**config.mk**
```make
export PLATFORM = sky130hd
export DESIGN_NAME = sound_frame_reader
export DESIGN_NICKNAME = d
export VERILOG_FILES = /design/src/rtl/sound_frame_reader.sv
export SDC_FILE = /design/constraint.sdc
export NUM_CORES = 1
export LEC_CHECK = 0
export ABC_AREA = 1
export CORE_MARGIN = 2
export CORE_UTILIZATION = 30
export DETAILED_ROUTE_END_ITERATION = 8
export PLACE_DENSITY_LB_ADDON = 0.12
export SLEW_MARGIN = 5
export SYNTH_ARGS = -nofsm -noshare
export SYNTH_HDL_FRONTEND = slang
export SYNTH_SLANG_ARGS = --single-unit
```
**constraint.sdc**
```tcl
create_clock -name clk -period 1.9 [get_ports clk]
set_input_delay 0.285 -clock clk [delete_from_list [all_inputs] [get_ports clk]]
set_output_delay 0.285 -clock clk [all_outputs]
set_load 0.05 [all_outputs]
```
**src/rtl/sound_frame_reader.sv**
```systemverilog
// sound_frame_reader: read-side controller for the triple-buffered audio BRAMs.
// Detects completed frames from the writer's buffer select, streams FRAME_LEN
// samples from the finished buffer through a 4-deep show-ahead FIFO, and flags
// skipped (dropped) and overwritten (overrun) frames.
module sound_frame_reader #(
   parameter int ADDR_W    = 9,
   parameter int DATA_W    = 16,
   parameter int FRAME_LEN = 512,
   parameter int RD_LAT    = 1
) (
   input  logic              clk,
   input  logic              RST_N,
   input  logic [1:0]        select,
   output logic [ADDR_W-1:0] bram_addr,
   output logic              bram_A_enable,
   output logic              bram_B_enable,
   output logic              bram_C_enable,
   input  logic [DATA_W-1:0] bram_A_out_data,
   input  logic [DATA_W-1:0] bram_B_out_data,
   input  logic [DATA_W-1:0] bram_C_out_data,
   output logic [DATA_W-1:0] sample_data,
   output logic              sample_valid,
   input  logic              sample_ready,
   output logic              sample_last,
   output logic              busy,
   output logic              frame_overrun,
   output logic [7:0]        frames_dropped
);

   typedef enum logic [1:0] {S_IDLE, S_READ, S_DRAIN} state_t;

   localparam logic [ADDR_W-1:0] LAST_ADDR = ADDR_W'(FRAME_LEN - 1);

   state_t                       state_q, state_d;
   logic [1:0]                   sel_s1_q, sel_s2_q, sel_prev_q, arm_q;
   logic [1:0]                   last_done_q, rd_buf_q;
   logic                         pend_q, ovr_q;
   logic [7:0]                   drop_q;
   logic [ADDR_W-1:0]            addr_q;
   logic [RD_LAT-1:0]            pipe_vld_q, pipe_last_q;
   logic [RD_LAT-1:0][1:0]       pipe_buf_q;
   logic [3:0][DATA_W-1:0]       fifo_data_q;
   logic [3:0]                   fifo_last_q;
   logic [1:0]                   wptr_q, rptr_q;
   logic [2:0]                   cnt_q, inflight;
   logic                         chg, start, issue, push, pop;
   logic [DATA_W-1:0]            cap_data;

   // Change detection is held off until the synchronizer has refilled after
   // reset, so a select that is already stable does not look like a new frame.
   assign chg   = (arm_q == 2'd3) && (sel_s2_q != sel_prev_q);
   assign start = (state_q == S_IDLE) && pend_q && !chg;

   // Two-flop synchronizer on select, previous-value register, arming counter
   always_ff @(posedge clk or negedge RST_N) begin
      if (!RST_N) begin
         sel_s1_q   <= '0;
         sel_s2_q   <= '0;
         sel_prev_q <= '0;
         arm_q      <= '0;
      end else begin
         sel_s1_q   <= select;
         sel_s2_q   <= sel_s1_q;
         sel_prev_q <= sel_s2_q;
         if (arm_q != 2'd3) arm_q <= arm_q + 2'd1;
      end
   end

   // Frame bookkeeping: pending frame, drop counter, read buffer, address, overrun
   always_ff @(posedge clk or negedge RST_N) begin
      if (!RST_N) begin
         last_done_q <= '0;
         pend_q      <= 1'b0;
         drop_q      <= '0;
         rd_buf_q    <= '0;
         addr_q      <= '0;
         ovr_q       <= 1'b0;
      end else begin
         if (chg) begin
            last_done_q <= sel_prev_q;
            pend_q      <= 1'b1;
            if (pend_q && drop_q != 8'hFF) drop_q <= drop_q + 8'd1;
         end else if (start) begin
            pend_q <= 1'b0;
         end
         if (start) begin
            rd_buf_q <= last_done_q;
            addr_q   <= '0;
         end else if (issue) begin
            addr_q <= addr_q + 1'b1;
         end
         ovr_q <= (state_q != S_IDLE) && chg && (sel_s2_q == rd_buf_q);
      end
   end

   // FSM state register
   always_ff @(posedge clk or negedge RST_N) begin
      if (!RST_N) state_q <= S_IDLE;
      else        state_q <= state_d;
   end

   // FSM next state
   always_comb begin
      state_d = state_q;
      case (state_q)
         S_IDLE:  if (start) state_d = S_READ;
         S_READ:  if (issue && addr_q == LAST_ADDR) state_d = S_DRAIN;
         S_DRAIN: if (inflight == 3'd0 && cnt_q == 3'd0) state_d = S_IDLE;
         default: state_d = S_IDLE;
      endcase
   end

   // FSM outputs: issue one address per cycle while FIFO space is reserved
   always_comb begin
      busy  = 1'b0;
      issue = 1'b0;
      case (state_q)
         S_READ: begin
            busy  = 1'b1;
            issue = (cnt_q + inflight) < 3'd4;
         end
         S_DRAIN: busy = 1'b1;
         default: ;
      endcase
   end

   assign bram_addr     = addr_q;
   assign bram_A_enable = issue && (rd_buf_q == 2'd0);
   assign bram_B_enable = issue && (rd_buf_q == 2'd1);
   assign bram_C_enable = issue && (rd_buf_q == 2'd2);

   // Count reads issued but not yet captured; they own a FIFO slot already
   always_comb begin
      inflight = '0;
      for (int i = 0; i < RD_LAT; i++) inflight = inflight + {2'b00, pipe_vld_q[i]};
   end

   // Read-latency tracking pipeline: valid, last tag and source buffer per read
   always_ff @(posedge clk or negedge RST_N) begin
      if (!RST_N) begin
         pipe_vld_q  <= '0;
         pipe_last_q <= '0;
         pipe_buf_q  <= '0;
      end else begin
         pipe_vld_q[0]  <= issue;
         pipe_last_q[0] <= (addr_q == LAST_ADDR);
         pipe_buf_q[0]  <= rd_buf_q;
         for (int i = 1; i < RD_LAT; i++) begin
            pipe_vld_q[i]  <= pipe_vld_q[i-1];
            pipe_last_q[i] <= pipe_last_q[i-1];
            pipe_buf_q[i]  <= pipe_buf_q[i-1];
         end
      end
   end

   // Select the BRAM that was enabled RD_LAT cycles ago
   always_comb begin
      cap_data = '0;
      case (pipe_buf_q[RD_LAT-1])
         2'd0:    cap_data = bram_A_out_data;
         2'd1:    cap_data = bram_B_out_data;
         2'd2:    cap_data = bram_C_out_data;
         default: cap_data = '0;
      endcase
   end

   assign push         = pipe_vld_q[RD_LAT-1];
   assign sample_valid = (cnt_q != 3'd0);
   assign pop          = sample_valid && sample_ready;
   assign sample_data  = fifo_data_q[rptr_q];
   assign sample_last  = fifo_last_q[rptr_q];

   // Show-ahead output FIFO; overflow is impossible because issue reserves a slot
   always_ff @(posedge clk or negedge RST_N) begin
      if (!RST_N) begin
         fifo_data_q <= '0;
         fifo_last_q <= '0;
         wptr_q      <= '0;
         rptr_q      <= '0;
         cnt_q       <= '0;
      end else begin
         if (push) begin
            fifo_data_q[wptr_q] <= cap_data;
            fifo_last_q[wptr_q] <= pipe_last_q[RD_LAT-1];
            wptr_q              <= wptr_q + 2'd1;
         end
         if (pop) rptr_q <= rptr_q + 2'd1;
         cnt_q <= cnt_q + {2'b00, push} - {2'b00, pop};
      end
   end

   assign frame_overrun  = ovr_q;
   assign frames_dropped = drop_q;

endmodule

```
==> run_results.csv <==
group,metric,value,unit
floorplan,start_util,30.8,%
outcome,failed_checks,"setup timing",
sta,maxSlewViolCount,0,
grt,grt_pass1_vias,4948,
layout,n_antenna_cell,0,
critical_path,worstSetupEndpoint,"bram_B_enable",
critical_path,timing.rr.end,"cnt_q[2]",
routing,ant_nets,0,
min_path,hold_path_depth,0,
floorplan,core-area,18100,um2
grt,antenna_found_initial,0,
routing,first_pass_iters,5,
synth,yosysTopAreaCell,"dfrtp_1",
critical_path,cp_slowest_cell,"dfrtp_1",
outcome,status,"finished with violations",
grt,grtUsageTotal,16.2,%
routing,routed_wl,15700,um
cts,htreeDepth,3,
floorplan,io-pin-count,93,
critical_path,critPathMaxFanout,4,
synth,synth_edf_count,0,
cts,root_buffer,"clkbuf_16",
min_path,hold_path_class,"reg -> reg",
sta,finalWorstSetupSlack,-0.0114,ns
floorplan,die_w,140,um
layout,nets,870,
grt,overflow,0,
cts,cts_tree,"done",
critical_path,rrSetupSlack,0.18,ns
synth,synth_fp_nets,764,
power_and_ir_drop,power.leakage,3.74,nW
critical_path,worst-setup-path-type,"reg -> out",
critical_path,required,1.62,ns
layout,multi_input_area,2620,um2
layout,fillers,1772,
sta,tightest_slew,0.514,ns
place,pre_cts_ws,0.171,ns
layout,area_growth_syn_to_layout,34.4,%
cts,clk_pin_slew,0.07,ns
sta,finalCritPeriodShare,101,%
synth,syn_area,5570,um2
synth,synth.distinct_cells,30,
grt,grt_max_degree,49,
synth,ys_warn_count,0,
critical_path,cp.arrival,1.63,ns
sta,setup-violations-final,3,
place,dpl.hpwl,10200,um
sta,rsz0062_at_grt,"true",
sta,relSlewSlack,65.7,%
synth,synthFlopType,"dfrtp_1",
critical_path,critPathMaxStageDelay,0.38,ns
sta,setup_tns,-0.0251,ns
floorplan,dieArea,19700,um2
routing,drtIter0Drc,359,
layout,layout-drive-gt1-share,15.9,%
cts,cts.path.max_buffers,2,
cts,worst_skew_pair.late_latency,0.35,ns
critical_path,cp_cell_sequence,"ha_2 -> ha_4 -> nand2_4 -> nand3_4 -> nor3_4 -> buf_12",
sta,max_freq,523,MHz
power_and_ir_drop,power,13.8,mW
floorplan,die-height,140,um
critical_path,r2r_cells,9,
grt,grt_pass1_wl,25200,um
critical_path,critPathLaunchType,"register",
sta,finClkSkew,0.0102,ns
synth,ys_top_cells_by_area,"dfrtp_1 (50%), nand2_1 (18%), nand3_1 (5.0%)",
critical_path,crit_path_end_kind,"primary output",
synth,ys_ff_latch,112,
critical_path,startpoint,"pipe_vld_q",
routing,vias,4943,
synth,synthCells,695,
flow_run,drv_cap,0,
routing,wire_per_inst,15.1,um
routing,drc,0,
synth,synth.top_cell.area_share,50.3,%
sta,fin_crit,1.91,ns
power_and_ir_drop,ir_drop,0.000746,V
synth,synth-seq-area-share,50.3,%
power_and_ir_drop,p_per_area,1850,nW/um2
synth,async_reset_ff_share,100,%
cts,cts_made_buffers,9,
floorplan,rows,49,
place,gp_congestion,0.802,
synth,syn_area_per_cell,8.01,um2
place,portBuffers,92,
critical_path,regToRegStartpoint,"cnt_q[0]",
routing,vias_per_cell,4.78,
layout,seqCellArea,2810,um2
cts,cts_sinks,112,
sta,finalHoldViolations,0,
==> worst max-delay path: cells and delay by family, from the launching register on <==
family	cells	cell delay (ns)
and+or+nand+nor	3	0.36
buffers and inverters	1	0.16
adders and majority gates	2	0.37
DFF	1	0.38
==> stage by stage <==
| step | std cells | area (um2) | hold WS [ns] | util [%] |
|---|---|---|---|---|
| after floorplan | 695 | 5670 | -0.0106 | - |
| after global placement | 1008 | 6880 | 0.277 | 38.0 |
| after detailed placement | 1008 | 6880 | 0.282 | 38.0 |
| after CTS | 1031 | 7360 | 0.351 | 40.7 |
| after global routing | 1035 | 7490 | 0.357 | 41.4 |
| final | 1035 | 7490 | 0.357 | 41.4 |
==> how the worst min path moves through the flow <==
stage                        end  slack [ns]         from
floorplan               arm_q[0]       -0.01        RST_N
global placement    bram_addr[5]        0.28        RST_N
detailed placement  bram_addr[5]        0.28        RST_N
CTS                  sel_s1_q[0]        0.35    select[0]
global route         sel_s1_q[1]        0.36    select[1]
finish               sel_s2_q[1]        0.36  sel_s1_q[1]
==> synthesized netlist by cell type, types with 2 or more instances <==
master and instances:
nand2_1 274, nor2_1 50, nor2_4 2, xor2_1 9, nand2_4 2, ha_1 16, inv_1 39, o21ai_1 8
nand2_2 10, clkbuf_1 8, nor2_8 2, nand3_1 56, buf_2 9, o21ai_0 48, o22ai_1 18, dfrtp_1 112
nor3_1 5, buf_4 10, xnor2_1 2, inv_2 5
==> layout by cell type (no fill, tap or decap), drive strengths merged, types with 5 or more instances in the layout <==
cell	count
o21ai	58
nor2	55
ha	16
inv	45
nand2	286
buf	51
o22ai	18
dfrtp	112
nand3	57
clkbuf	13
xor2	9
nor3	5
clkdlybuf4s50	62
==> layer usage <==
| layer | vias to the layer above | wire [um] | part of all wire (%) | GRT usage, % |
|---|---|---|---|---|
| li1 | 2423 | - | - | - |
| met1 | 2366 | 7430 | 47 | 22.2 |
| met2 | 142 | 7140 | 46 | 25.9 |
| met3 | 12 | 909 | 5.8 | 3.59 |
| met4 | 0 | 191 | 1.2 | 4.36 |
| met5 | - | 0 | 0 | 0 |
==> layout make-up <==
| cell class | instances | area share (%) |
|---|---|---|
| repair buffers | 123 | 17.3 |
| flip-flops and latches | 112 | 37.5 |
| clock inverters | 5 | 0.819 |
| well taps | 229 | 3.83 |
| multi-input cells | 511 | 35.0 |
| inverters | 44 | 2.31 |
| clock buffers | 11 | 3.24 |
==> timing repair <==
action | CTS | global route
endpoints found under the hold margin | 30 | 0
gates resized for setup | 29 | 48
setup endpoints to repair | 24 | 23
buffers inserted | 5 | 3
hold buffers | 1 | 0
cloned | 1 | 2
pin swaps | 4 | 4
==> kinds of logic after synthesis <==
family | count (synthesis) | share of synthesized area, %
AO/OA/AOI/OAI | 78 | 7.75
flip-flops | 112 | 50.3
AND/OR/NAND/NOR | 405 | 30.5
adder cells (fa/ha/maj) | 16 | 3.59
XOR/XNOR | 11 | 1.73
buffers and inverters | 72 | 5.93
multiplexers | 1 | 0.202
==> report_power, final <==
group	total, mW	switching (mW)	leakage (nW)	internal (mW)
sequential	4.03	0.687	1.37	3.35
clock	1.95	0.881	0.151	1.07
combinational	7.85	5.02	2.21	2.83
==> registers in the layout, indices dropped and copies added (netlist names), 3 cells and up <==
signal and count:
fifo_data_q 64, cnt_q 3, fifo_last_q 4, bram_addr 9, frames_dropped 8
(Power assumes the default switching activity.)
